## config.mk

```make
export PLATFORM = sky130hd
export DESIGN_NAME = bandai_so_rx_flat
export DESIGN_NICKNAME = d
export VERILOG_FILES = /design/src/rtl/bandai_so_rx_if.sv /design/src/rtl/bandai_so_rx.sv /design/src/flat_wrapper.sv
export SDC_FILE = /design/constraint.sdc
export NUM_CORES = 1
export LEC_CHECK = 0
export ABC_AREA = 1
export BUFFER_PORTS_ARGS = -buffer_cell sky130_fd_sc_hd__buf_4
export CAP_MARGIN = 20
export CORE_MARGIN = 4
export CORE_UTILIZATION = 63
export CTS_BUF_LIST = sky130_fd_sc_hd__clkbuf_8
export DETAILED_ROUTE_END_ITERATION = 7
export PLACE_DENSITY = 0.92
export SLEW_MARGIN = 20
export SYNTH_ARGS = -nofsm -noshare
export SYNTH_HDL_FRONTEND = slang
export SYNTH_SLANG_ARGS = --single-unit
export TNS_END_PERCENT = 1
```

## constraint.sdc

```tcl
create_clock -name CLK -period 3.66 [get_ports CLK]
set_input_delay 0.183 -clock CLK [delete_from_list [all_inputs] [get_ports CLK]]
set_output_delay 0.183 -clock CLK [all_outputs]
set_load 0.1 [all_outputs]
```

## src/rtl/bandai_so_rx_if.sv

```systemverilog
// Signal bundle between the cartridge serial receiver and its host logic.
// VALID and FERR are single-cycle pulses with no back-pressure; WORD holds the last good frame.
interface bandai_so_rx_if;
    logic        SI;
    logic        EN;
    logic        CLR;
    logic [15:0] WORD;
    logic        VALID;
    logic        FERR;
    logic        MATCH;
    logic        BUSY;
    logic [3:0]  FCNT;
    logic [1:0]  STATE;

    modport master (
        output SI, EN, CLR,
        input  WORD, VALID, FERR, MATCH, BUSY, FCNT, STATE
    );

    modport slave (
        input  SI, EN, CLR,
        output WORD, VALID, FERR, MATCH, BUSY, FCNT, STATE
    );
endinterface

```

## src/rtl/bandai_so_rx.sv

```systemverilog
// Receiver for the cartridge serial-out line: 0-start, 16 data bits LSB first, 0-end, idle high.
// Requires IDLE_MIN idle ones before each start bit; flags a match against the unlock word.
module bandai_so_rx #(
    parameter int          SYNC_STAGES = 2,
    parameter int          IDLE_MIN    = 4,
    parameter logic [15:0] EXPECT      = 16'h28A0
) (
    input  logic          CLK,
    input  logic          RST,
    bandai_so_rx_if.slave bus
);
    typedef enum logic [1:0] {
        ARM  = 2'd0,
        IDLE = 2'd1,
        DATA = 2'd2,
        STOP = 2'd3
    } state_t;

    localparam logic [3:0] IDLE_MIN_C = 4'(IDLE_MIN);

    state_t                 state;
    logic [SYNC_STAGES-1:0] sync;
    logic                   s;
    logic [3:0]             idle_cnt;
    logic [3:0]             bit_cnt;
    logic [15:0]            shreg;
    logic [15:0]            word_q;
    logic                   valid_q;
    logic                   ferr_q;
    logic                   match_q;
    logic [3:0]             fcnt_q;
    logic                   hit;

    assign s   = sync[SYNC_STAGES-1];
    assign hit = (shreg == EXPECT);

    always_ff @(posedge CLK) begin
        if (RST) begin
            sync     <= '1;
            state    <= ARM;
            idle_cnt <= 4'd0;
            bit_cnt  <= 4'd0;
            shreg    <= 16'h0000;
            word_q   <= 16'h0000;
            valid_q  <= 1'b0;
            ferr_q   <= 1'b0;
            match_q  <= 1'b0;
            fcnt_q   <= 4'd0;
        end else begin
            sync    <= {sync[SYNC_STAGES-2:0], bus.SI};
            valid_q <= 1'b0;
            ferr_q  <= 1'b0;
            if (bus.CLR) begin
                match_q <= 1'b0;
                fcnt_q  <= 4'd0;
            end
            if (!bus.EN) begin
                state    <= ARM;
                idle_cnt <= 4'd0;
                bit_cnt  <= 4'd0;
            end else begin
                case (state)
                    ARM: begin
                        // A low line here is never a start bit; it only restarts the idle count.
                        if (s) begin
                            if (idle_cnt + 4'd1 == IDLE_MIN_C) begin
                                state    <= IDLE;
                                idle_cnt <= 4'd0;
                            end else begin
                                idle_cnt <= idle_cnt + 4'd1;
                            end
                        end else begin
                            idle_cnt <= 4'd0;
                        end
                    end
                    IDLE: begin
                        if (!s) begin
                            state   <= DATA;
                            bit_cnt <= 4'd0;
                        end
                    end
                    DATA: begin
                        shreg   <= {s, shreg[15:1]};
                        bit_cnt <= bit_cnt + 4'd1;
                        if (bit_cnt == 4'd15) state <= STOP;
                    end
                    STOP: begin
                        // A coincident CLR loses to the completing frame: the frame counts from zero.
                        if (!s) begin
                            word_q  <= shreg;
                            valid_q <= 1'b1;
                            match_q <= hit | (match_q & ~bus.CLR);
                            if (bus.CLR)             fcnt_q <= 4'd1;
                            else if (fcnt_q != 4'hF) fcnt_q <= fcnt_q + 4'd1;
                        end else begin
                            ferr_q <= 1'b1;
                        end
                        state    <= ARM;
                        idle_cnt <= 4'd0;
                    end
                    default: state <= ARM;
                endcase
            end
        end
    end

    assign bus.WORD  = word_q;
    assign bus.VALID = valid_q;
    assign bus.FERR  = ferr_q;
    assign bus.MATCH = match_q;
    assign bus.FCNT  = fcnt_q;
    assign bus.BUSY  = (state == DATA) || (state == STOP);
    assign bus.STATE = state;
endmodule

```

## src/flat_wrapper.sv

```systemverilog
// flat-port wrapper written by rule: the top's interface ports become plain ports
module bandai_so_rx_flat 
#(
    parameter int          SYNC_STAGES = 2,
    parameter int          IDLE_MIN    = 4,
    parameter logic [15:0] EXPECT      = 16'h28A0
)
  (CLK, RST, bus_SI, bus_EN, bus_CLR, bus_WORD, bus_VALID, bus_FERR, bus_MATCH, bus_BUSY, bus_FCNT, bus_STATE);
  bandai_so_rx_if bus_i ();
  input  logic CLK;
  input  logic RST;
  input wire logic [$bits(bus_i.SI)-1:0] bus_SI;
  input wire logic [$bits(bus_i.EN)-1:0] bus_EN;
  input wire logic [$bits(bus_i.CLR)-1:0] bus_CLR;
  output wire logic [$bits(bus_i.WORD)-1:0] bus_WORD;
  output wire logic [$bits(bus_i.VALID)-1:0] bus_VALID;
  output wire logic [$bits(bus_i.FERR)-1:0] bus_FERR;
  output wire logic [$bits(bus_i.MATCH)-1:0] bus_MATCH;
  output wire logic [$bits(bus_i.BUSY)-1:0] bus_BUSY;
  output wire logic [$bits(bus_i.FCNT)-1:0] bus_FCNT;
  output wire logic [$bits(bus_i.STATE)-1:0] bus_STATE;
  assign bus_i.SI = bus_SI;
  assign bus_i.EN = bus_EN;
  assign bus_i.CLR = bus_CLR;
  assign bus_WORD = bus_i.WORD;
  assign bus_VALID = bus_i.VALID;
  assign bus_FERR = bus_i.FERR;
  assign bus_MATCH = bus_i.MATCH;
  assign bus_BUSY = bus_i.BUSY;
  assign bus_FCNT = bus_i.FCNT;
  assign bus_STATE = bus_i.STATE;
  bandai_so_rx #(.SYNC_STAGES(SYNC_STAGES), .IDLE_MIN(IDLE_MIN), .EXPECT(EXPECT)) u_core (.CLK(CLK), .RST(RST), .bus(bus_i));
endmodule
```

# Word level (Yosys, flattened, before mapping)
# Cells that the tools add are included.
[word_totals] regBits=51 output_inout_bits=26
[classes] n_addsub=3 eq_ne=11 muxes=22 bitwise=6 reduce_logical=10
[op_table] operator="2-to-1 mux 4 bit" count=9
[op_table] operator="== test 16 x 14 -> 1 bit, second input constant" count=1
[op_table] operator="one-hot mux 4 bit (2 select lines)" count=2
[op_table] operator="adder 4 x 1 -> 4 bit, second input constant" count=3
[op_table] operator="2-to-1 mux 2 bit" count=4
[op_table] operator="one-hot mux 2 bit (4 select lines)" count=1
[op_table] operator="2-to-1 mux 1 bit" count=6
[op_table] operator="inequality test 2 x 1 -> 1 bit, second input constant" count=3
[op_table] operator="== test 2 bit, second input constant" count=2
[op_table] operator="== test 4 x 3 -> 1 bit, second input constant" count=1
[op_table] operator="== test 4 bit, second input constant" count=1
[op_table] operator="inequality test 4 bit, second input constant" count=1
[op_table] operator="NOT 1 bit" count=4
[op_table] operator="AND reduction 2 bit" count=2
[op_table] operator="AND reduction 4 bit" count=1
[op_table] operator="nonzero test 2 bit" count=2
[op_table] operator="AND reduction 3 bit" count=1
[op_table] operator="OR reduction 3 bit" count=1
[op_table] operator="== test 2 x 1 -> 1 bit, second input constant" count=1
[op_table] operator="zero test 2 bit" count=1
[op_table] operator="inequality test 2 bit, second input constant" count=1
[op_table] operator="OR reduction 2 bit" count=1
[op_table] operator="bitwise AND 1 bit" count=1
[op_table] operator="logical OR 1 bit" count=1
[op_table] operator="bitwise OR 1 bit" count=1

# Depth between registers and ports, before layout
# Gate-level depths: netlist (run 1).
[logic_depth] word_depth=6 ltp_mapped=10

# Worst setup path after synthesis (run 1)
# No wires, ideal clock.
[synth_timing] kind="register -> output" start="register u_core.state[0] (netlist: u_core.bus.STATE[0])" end="output port bus_BUSY" t_arrival_ps=1997 path_slack_ps=1480 stages_incl_launch_ff=4 cell_sequence="dfxtp_1 -> inv_1 -> ha_1 -> or2_2"
[synth_via] elab_chain_len=2 elab_cells_between_ends=3
[synth_rtl] item="start: declaration" line_no="bandai_so_rx.sv:21" rtl="state_t state;"
[synth_rtl] item="start signal: assignment" line_no="bandai_so_rx.sv:40" rtl="state <= ARM;"
[synth_rtl] item="start signal: assignment" line_no="bandai_so_rx.sv:58" rtl="state <= ARM;"
[synth_rtl] item="start signal: assignment" line_no="bandai_so_rx.sv:67" rtl="state <= IDLE;"
[synth_rtl] item="== test 2 bit" line_no="bandai_so_rx.sv:112" rtl="assign bus.BUSY = (state == DATA) || (state == STOP);"
[synth_rtl] item="logical OR 1 bit (*)" line_no="bandai_so_rx.sv:112"
[synth_rtl] item="end: declaration" line_no="flat_wrapper.sv:19" rtl="output wire logic [$bits(bus_i.BUSY)-1:0] bus_BUSY;"
# Every way passes the cells marked *; elsewhere a longest branch is shown, timed or not.

# Worst setup path in the final report (run 1)
[layout_timing] start="register u_core.state[0] (netlist: u_core.bus.STATE[0])" end="register u_core.shreg[10]"
[layout_via] elab_chain_len=2
[layout_rtl] item="== test 2 bit" line_no="bandai_so_rx.sv:62" rtl="case (state)"
[layout_rtl] item="AND reduction 2 bit (no source line)"
[layout_rtl] item="end signal: assignment" line_no="bandai_so_rx.sv:83" rtl="shreg <= {s, shreg[15:1]};"
[layout_rtl] item="end: declaration" line_no="bandai_so_rx.sv:26" rtl="logic [15:0] shreg;"
# Every way passes these cells.
# A chain may end at the register's enable or synchronous reset.

==> flow_summary.json, run 1 <==
{
  "status": "completed",
  "die_h_um": 65.7,
  "cts_tree": "built",
  "cp-end-kind": "register",
  "startpoint_type": "register",
  "firstDrtPassIters": 4,
  "relSlewSlack_pct": 50.1,
  "synth_area_mm2": 0.00210,
  "synth_seq_area_share_pct": 48.6,
  "ys_warn_count": 0,
  "max_freq_mhz": 509,
  "top_usage_layer": "met2",
  "postLayoutCoreUtil_pct": 77.2,
  "cts_buffer_depth": 2,
  "port_buffers": 30,
  "ys_types": 24,
  "antennaDiodeCount": 0,
  "synth-xor-area-share_pct": 0,
  "crit_type": "reg2reg",
  "rsz0062_at_grt": "false",
  "ys_ff_latch": 51,
  "worst_pin_slew_ns": 0.748,
  "synthMuxAreaShare_pct": 0,
  "synth_fa_ha_area_share_pct": 4.77,
  "leakagePower_uw": 0.00104,
  "final-hold-violation-count": 0,
  "cts-resized-gates": 0,
  "drt-total-wl_um": 4490,
  "critPathRequiredTime_ns": 3.85,
  "synth_compound_area_share_pct": 20.0,
  "drive_gt1_share_pct": 17.0,
  "hpwl_um": 3010,
  "syn_to_final_growth_pct": 15.0,
  "synth_nets": 278,
  "endpoint": "u_core.shreg[10]",
  "boundaryPins": 31,
  "clk_pin_slew_worst_paths_ns": 0.09,
  "crit_path_start": "u_core.bus.STATE[0]",
  "final_nets": 306,
  "period_share_pct": 53.7,
  "reg2reg_depth": 6,
  "fin_tns_setup_ns": 0,
  "start_util_pct": 67.1,
  "vias": 1833,
  "place.gp.congestion": 0.948,
  "synth_cells": 265,
  "htree_levels": 2,
  "drv_cap": 0,
  "min_path_type": "in2reg",
  "synth_top_family_by_area": "compound AO/OA/AOI/OAI gates",
  "grt_pass1_wl_um": 7780,
  "antenna_found_initial": 0,
  "grtUsageTotal_pct": 23.3,
  "cts_buffers": 5,
  "regToRegEndpoint": "u_core.shreg[10]",
  "cts_hold_buf": 0,
  "arrival_ns": 2.16,
  "drv_slew": 0,
  "grt_use_met1_pct": 30.0,
  "fin_ws_ns": 1.69,
  "core-area_mm2": 0.00313,
  "grt_util_met3_pct": 5.98,
  "postCtsSetupBuffers": 0,
  "grt_pass1_vias": 1718,
  "wire_per_inst_um": 13.3,
  "grt_max_degree": 34,
  "cts_root_buffer": "clkbuf_8",
  "grt_use_met2_pct": 37.4,
  "clkSinkCount": 51,
  "drt-initial-drc-count": 178,
  "powerDensity_mw_per_mm2": 383,
  "clk_latency_ns": 0.31,
  "fin_worst_skew_ns": 0.00708,
  "setup_violations": 0,
  "syn_area_per_cell_um2": 7.92,
  "cp_max_fo": 20,
  "yosys.area_share.simple_pct": 17.3,
  "final_common_cell": "dfxtp_1",
  "pre_cts_slack_ns": 1.79,
  "final_cell_mix": "dfxtp_1 (51), a21oi_1 (36), nand2_1 (33)",
  "reg2reg_slack_ns": 1.69,
  "power_uw": 924,
  "route.detailed.drc": 0,
  "viasPerCell": 5.42,
  "postRouteAntennaNets": 0,
  "ir_drop_v": 0.000312,
  "fillCellCount": 226,
  "die_area_mm2": 0.00432,
  "grt-ovfl-total": 0,
  "num_rows": 20,
  "fin_crit_ns": 1.97,
  "fp.dieW_um": 65.7,
  "r2r-start": "u_core.bus.STATE[0]"
}
-- cell usage after synthesis --
master | count | area [µm²]
nand4_1 | 5 | 31.3
o21a_1 | 1 | 7.51
nand2_1 | 33 | 124
o31ai_1 | 1 | 7.51
o21ai_1 | 14 | 70.1
inv_1 | 31 | 116
inv_2 | 2 | 7.51
ha_1 | 8 | 100
o21ai_0 | 24 | 120
nor2_2 | 2 | 12.5
nor3_2 | 1 | 10.0
nor3_1 | 3 | 15.0
a21oi_2 | 3 | 26.3
nor4_1 | 2 | 12.5
buf_2 | 4 | 20.0
dfxtp_1 | 51 | 1020
or2_2 | 3 | 18.8
buf_6 | 4 | 45.0
and3_1 | 1 | 6.26
a21oi_1 | 36 | 180
a211oi_1 | 1 | 7.51
clkbuf_1 | 2 | 7.51
nand3_1 | 7 | 35.0
nor2_1 | 26 | 97.6
-- area by class of cell --
class                   count  area [µm²]  share of cell area, %
flip-flops and latches     51        1020                   42.3
repair buffers             31         233                   9.64
clock buffers               6        82.6                   3.42
inverters                  33         124                   5.13
well taps                  44        55.1                   2.28
multi-input cells         171         882                   36.5
clock inverters             2        16.3                  0.674
-- where the power goes --
group	internal [µW]	leakage, µW	total, µW	switching, µW
Sequential	556	0.000411	559	2.21
Clock	154	0.0000474	344	189
Combinational	8.09	0.000583	22.2	14.1
-- logic make-up (layout without fill, tap and decap cells) --
kind of cell	after synthesis	after routing
compound gates	80	80
fa+ha+maj	8	8
buf+inv	43	72
flops	51	51
simple gates	83	83
-- metrics by stage --
| stage | hold WS (ns) | std cells | instance area (µm²) |
|---|---|---|---|
| detailed placement | 0.373 | 330 | 2310 |
| global route | 0.0573 | 338 | 2410 |
| floorplan | 0.252 | 265 | 2100 |
| global placement | 0.368 | 330 | 2310 |
| CTS | 0.0469 | 338 | 2410 |
| finish | 0.0549 | 338 | 2410 |
-- state kept, by name, indices dropped and copies added, names as in the netlist --
| signal | flops |
|---|---|
| u_core.bus.MATCH | 1 |
| u_core.sync | 2 |
| u_core.bit_cnt | 4 |
| u_core.bus.VALID | 1 |
| u_core.idle_cnt | 4 |
| u_core.bus.WORD | 16 |
| u_core.shreg | 16 |
| u_core.bus.FERR | 1 |
| u_core.bus.STATE | 2 |
| u_core.bus.FCNT | 4 |
-- worst min path at each step --
stage,startpoint,depth (start not counted),end,slack [ns]
2_1_floorplan,RST,1,u_core.bus.WORD[11],0.25
3_3_place_gp,bus_SI,2,u_core.sync[0],0.37
3_5_place_dp,bus_SI,2,u_core.sync[0],0.37
4_1_cts,bus_SI,2,u_core.sync[0],0.05
5_1_grt,bus_SI,2,u_core.sync[0],0.06
6_report,bus_SI,2,u_core.sync[0],0.05
-- layer usage --
| metal | vias up | wire length [µm] |
|---|---|---|
| met5 | - | 0 |
| met4 | 0 | 78 |
| met3 | 11 | 224 |
| met2 | 51 | 2120 |
| met1 | 847 | 2070 |
| li1 | 924 | - |
-- critical path, stage by stage (launching register included) --
cell     delay [ns]
dfxtp_1        0.39
inv_1          0.10
ha_1           0.28
nand2_1        0.42
inv_1          0.30
o21ai_0        0.28
a21oi_1        0.08
Note: power is estimated with default switching activity, not from simulation.
==> inputs of run 2 (changes only) <==
--- a/config.mk
+++ b/config.mk
@@ -5,14 +5,14 @@
 export SDC_FILE = /design/constraint.sdc
 export NUM_CORES = 1
 export LEC_CHECK = 0
-export ABC_AREA = 1
+export ABC_AREA = 0
 export BUFFER_PORTS_ARGS = -buffer_cell sky130_fd_sc_hd__buf_4
 export CAP_MARGIN = 20
 export CORE_MARGIN = 4
-export CORE_UTILIZATION = 63
+export CORE_UTILIZATION = 53
 export CTS_BUF_LIST = sky130_fd_sc_hd__clkbuf_8
 export DETAILED_ROUTE_END_ITERATION = 7
-export PLACE_DENSITY = 0.92
+export PLACE_DENSITY = 0.83
 export SLEW_MARGIN = 20
 export SYNTH_ARGS = -nofsm -noshare
 export SYNTH_HDL_FRONTEND = slang
==> constraint.sdc (replaced) <==
create_clock -name CLK -period 1.75 [get_ports CLK]
set_input_delay 0.0875 -clock CLK [delete_from_list [all_inputs] [get_ports CLK]]
set_output_delay 0.0875 -clock CLK [all_outputs]
set_load 0.1 [all_outputs]
==> flow_summary.json, run 2 <==
{
  "drv_cap": 0,
  "htree_levels": 2,
  "ir_drop_v": 0.000548,
  "reg2reg_depth": 5,
  "synth_area_mm2": 0.00211,
  "fillCellCount": 319,
  "async_reset_ff_share_pct": 0,
  "min_path_type": "in2reg",
  "clk_pin_slew_worst_paths_ns": 0.09,
  "cts_buffer_depth": 2,
  "drv_slew": 0,
  "power_uw": 1920,
  "cp-end-kind": "register",
  "synth_ff_type": "dfxtp_1",
  "cts_buffers": 5,
  "setup_violations": 0,
  "grt_max_degree": 43,
  "route.detailed.drc": 0,
  "fin_worst_skew_ns": 0.00328,
  "ys_top_cells_by_area": "dfxtp_1 (48%), nand2_1 (12%), a21oi_1 (10%)",
  "arrival_ns": 1.91,
  "crit_type": "reg2reg",
  "grt_pass1_vias": 1666,
  "drt-initial-drc-count": 128,
  "hpwl_um": 3030,
  "final_cell_mix": "nand2_1 (70), dfxtp_1 (47), a21oi_1 (43)",
  "reg2reg_slack_ns": 0.08,
  "final_nets": 300,
  "wire_per_inst_um": 12.6,
  "regToRegEndpoint": "u_core.idle_cnt[3]",
  "rsz0062_at_grt": "false",
  "final_common_cell": "nand2_1",
  "postCtsSetupBuffers": 0,
  "synth_seq_area_share_pct": 48.4,
  "synth_common_cells": "nand2_1 (70), dfxtp_1 (51), a21oi_1 (43)",
  "multi_input_area_mm2": 0.00102,
  "clkSinkCount": 51,
  "fp.dieW_um": 71.1,
  "worst_pin_slew_ns": 0.473,
  "relSlewSlack_pct": 68.2,
  "vias": 1821,
  "regArea_mm2": 0.00103,
  "postRouteAntennaNets": 0,
  "cp_max_fo": 6,
  "boundaryPins": 31,
  "grt_pass1_wl_um": 7350,
  "critPathRequiredTime_ns": 1.99,
  "synth_cells": 255,
  "hold-path-endpoint": "u_core.bus.VALID",
  "port_buffers": 30,
  "core-area_mm2": 0.00374,
  "die_h_um": 71.1,
  "synth.most_common_cell": "nand2_1",
  "r2r-start": "u_core.bus.STATE[0]",
  "syn_to_final_growth_pct": 20.2,
  "ys_warn_count": 0,
  "synth_nets": 268,
  "pre_cts_slack_ns": 0.0395,
  "firstDrtPassIters": 4,
  "syn_area_per_cell_um2": 8.28,
  "synth_top_area_share_pct": 48.4,
  "clk_latency_ns": 0.30,
  "antennaDiodeCount": 0,
  "min_path_cells": 2,
  "period_share_pct": 95.6,
  "num_rows": 22,
  "status": "completed",
  "powerDensity_mw_per_mm2": 757,
  "cts_tree": "built",
  "ys_types": 41,
  "cts_root_buffer": "clkbuf_8",
  "ys_ff_latch": 51,
  "fin_ws_ns": 0.0769,
  "drt-total-wl_um": 4230,
  "leakagePower_uw": 0.000976,
  "grtUsageTotal_pct": 18.1,
  "die_area_mm2": 0.00506,
  "fin_crit_ns": 1.67,
  "synth-edff-count": 0,
  "hold_start": "RST",
  "max_freq_mhz": 598,
  "startpoint_type": "register",
  "grt-ovfl-total": 0,
  "synth_top_area_cell": "dfxtp_1",
  "drive_gt1_share_pct": 20.1,
  "start_util_pct": 56.4,
  "place.gp.congestion": 0.805,
  "final-hold-violation-count": 0,
  "viasPerCell": 5.42,
  "antenna_found_initial": 0
}
-- run 2: changes by cell type in the layout (fill, tap and decap cells not counted), sizes merged, moves of 3 or more --
cell / previous run / this run
a21oi: 39 / 43
buf: 31 / 35
inv: 33 / 7
nand2: 33 / 70
nand2b: 0 / 3
nand3: 7 / 4
nand4: 5 / 2
nor2: 28 / 10
o21ai: 38 / 5
-- run 2: stage by stage --
step	setup TNS [ns]	utilization, %	instances	area, µm²	hold WS [ns]
finish	0	67.7	336	2540	0.198
global route	0	67.7	336	2540	0.214
CTS	0	67.7	336	2530	0.183
detailed placement	0	64.5	326	2410	0.276
global placement	0	64.5	326	2410	0.274
floorplan	-0.253	-	255	2130	0.156
-- run 2: cell type report --
type | instances | area share, %
sequential | 51 | 40.7
multi-input combinational | 185 | 40.4
timing repair buffer | 37 | 11.6
clock buffer | 6 | 3.26
tap | 48 | 2.37
inverter | 7 | 1.04
clock inverter | 2 | 0.641
-- run 2: cell families (layout without fill, tap and decap cells) --
logic type | Yosys count | count (layout) | share of synthesized area [%]
AO/OA/AOI/OAI | 60 | 60 | 16.5
multiplexers | 3 | 3 | 1.48
adder cells (fa/ha/maj) | 8 | 8 | 4.74
buffers and inverters | 19 | 52 | 3.79
AND/OR/NAND/NOR | 114 | 114 | 25.1
flip-flops | 51 | 51 | 48.4
-- run 2: repair_timing --
item,CTS,global route
gates resized for setup,0,3
endpoints found under the setup margin,0,2
hold buffers,2,0
hold endpoints to repair,4,0
-- run 2: worst max-delay path by stage --
stage,end,start,cells past startpoint,slack [ns]
after floorplan,u_core.idle_cnt[3],u_core.bus.STATE[0],5,-0.15
after global placement,u_core.idle_cnt[3],u_core.bus.STATE[0],5,0.09
after detailed placement,u_core.idle_cnt[3],u_core.bus.STATE[0],5,0.04
after CTS,bus_BUSY,u_core.bus.STATE[0],4,0.0006
after global routing,u_core.idle_cnt[3],u_core.bus.STATE[0],5,0.007
final,u_core.idle_cnt[3],u_core.bus.STATE[0],5,0.08
-- run 2: layer usage --
layer  GRT usage (%)  vias up  part of all wire, %
met5               0        -                    0
met1            22.3      855                   46
met2            29.2       28                   48
met3            5.26        6                  4.3
li1                -      932                    -
met4            8.56        0                  1.8
-- run 2: worst max-delay path, cell delays in order (launching register included) --
cell	delay, ns
dfxtp_4	0.37
inv_2	0.06
ha_4	0.26
or3b_4	0.43
or3_1	0.35
a21oi_1	0.14
-- run 2: where the power goes --
part / internal, µW / switching [µW]
clock network: 323 / 382
registers: 1160 / 5.28
logic: 19.8 / 30.4
total: 1500 / 418
==> inputs of run 3 (changes only) <==
==> constraint.sdc (replaced) <==
create_clock -name CLK -period 1.75 [get_ports CLK]
set_input_delay 0.175 -clock CLK [delete_from_list [all_inputs] [get_ports CLK]]
set_output_delay 0.175 -clock CLK [all_outputs]
set_load 0.1 [all_outputs]
==> flow_summary.json, run 3 (synthesis results as in run 2) <==
{
  "cts_buffer_depth": 2,
  "arrival_ns": 1.93,
  "drt-total-wl_um": 4310,
  "reg2reg_depth": 5,
  "core-area_mm2": 0.00374,
  "hpwl_um": 2920,
  "clk_pin_slew_worst_paths_ns": 0.09,
  "route.detailed.drc": 0,
  "die_h_um": 71.1,
  "port_buffers": 30,
  "min_path_type": "in2reg",
  "final-hold-violation-count": 0,
  "cp-end-kind": "register",
  "reg2reg_slack_ns": 0.06,
  "endpoint": "u_core.idle_cnt[3]",
  "relSlewSlack_pct": 69.6,
  "cts_buffers": 5,
  "antennaDiodeCount": 0,
  "syn_to_final_growth_pct": 20.9,
  "place.gp.congestion": 0.805,
  "final_cell_mix": "nand2_1 (70), dfxtp_1 (47), a21oi_1 (43)",
  "drv_slew": 0,
  "fillCellCount": 295,
  "firstDrtPassIters": 4,
  "max_freq_mhz": 590,
  "status": "completed",
  "cts_root_buffer": "clkbuf_8",
  "num_rows": 22,
  "clk_latency_ns": 0.30,
  "viasPerCell": 5.38,
  "ir_drop_v": 0.000460,
  "rsz0062_at_grt": "true",
  "final_common_cell": "nand2_1",
  "vias": 1814,
  "crit_path_start": "u_core.bus.STATE[0]",
  "fp.dieW_um": 71.1,
  "final_nets": 301,
  "setup_violations": 0,
  "grt_pass1_wl_um": 7290,
  "die_area_mm2": 0.00506,
  "clkSinkCount": 51,
  "grt_max_degree": 43,
  "cts_tree": "built",
  "cts_hold_buf": 0,
  "grt-ovfl-total": 0,
  "htree_levels": 2,
  "power_uw": 1910,
  "fin_worst_skew_ns": 0.00732,
  "start_util_pct": 56.4,
  "boundaryPins": 31,
  "whs_ns": 0.0482,
  "placed_cells": 326,
  "period_share_pct": 96.8,
  "critPathRequiredTime_ns": 1.98,
  "fin_cells": 337,
  "drive_gt1_share_pct": 20.4,
  "postRouteAntennaNets": 0,
  "wire_per_inst_um": 12.8,
  "powerDensity_mw_per_mm2": 747,
  "grtUsageTotal_pct": 17.8,
  "worst_pin_slew_ns": 0.451,
  "cp_max_fo": 6,
  "regToRegEndpoint": "u_core.idle_cnt[3]",
  "fin_crit_ns": 1.69,
  "leakagePower_uw": 0.000989,
  "drv_cap": 0,
  "grt_pass1_vias": 1660,
  "drt-initial-drc-count": 127,
  "fin_tns_setup_ns": 0,
  "startpoint_type": "register",
  "crit_type": "reg2reg",
  "r2r-start": "u_core.bus.STATE[0]",
  "antenna_found_initial": 0,
  "postLayoutCoreUtil_pct": 68.2
}
run 3: cell count changes in the layout (fill, tap and decap cells not counted):
cell / change
ha_2: -1
dlygate4sd3_1: -2
ha_4: +1
buf_4: +2
buf_6: +1
inv_2: -2
inv_1: +2
run 3: per-layer routing:
metal  share of wire, %  up-vias  track usage, %
li1                   -      938               -
met1                 47      825            22.6
met2                 46       42            28.8
met3                5.1        9            4.55
met4                1.7        0            7.10
met5                  0        -               0
run 3: worst min path at each step:
stage | startpoint | to | depth (start not counted)
floorplan | bus_CLR | u_core.bus.FCNT[2] | 1
global placement | bus_SI | u_core.sync[0] | 2
detailed placement | bus_SI | u_core.sync[0] | 2
CTS | bus_SI | u_core.sync[0] | 2
global route | bus_SI | u_core.sync[0] | 2
finish | bus_SI | u_core.sync[0] | 2
run 3: critical path, stage by stage (launching register included):
cell and delay, ns:
dfxtp_4 0.38, clkinvlp_4 0.14, ha_4 0.25, or3b_4 0.40
or3_1 0.33, a21oi_1 0.12
run 3: cell type report:
type                            instances  area, µm²  share of cell area (%)
Inverter                                7       30.0                    1.18
Clock buffer                            6       82.6                    3.24
Clock inverter                          2       12.5                   0.490
Multi-Input combinational cell        185       1030                    40.5
Timing Repair Buffer                   38        302                    11.8
Sequential cell                        51       1030                    40.4
Tap cell                               48       60.1                    2.35
run 3: stage by stage:
step	worst slack, ns	area, µm²
after detailed placement	0.0333	2410
after CTS	0.00408	2510
after floorplan	-0.152	2130
final	0.0558	2550
after global placement	0.0928	2410
after global routing	-0.00317	2550
run 3: what timing repair did:
action / in CTS / in global routing
setup buffers: 0 / 3
hold endpoints to repair: 0 / 0
setup endpoints to repair: 1 / 3
pin swaps: 0 / 5
gates resized for setup: 1 / 3
run 3: power by group:
group | leakage, µW | switching (µW) | internal, µW | total, µW
Combinational | 0.000522 | 30.0 | 16.9 | 46.9
Clock | 0.0000526 | 375 | 318 | 694
Sequential | 0.000414 | 5.31 | 1160 | 1170
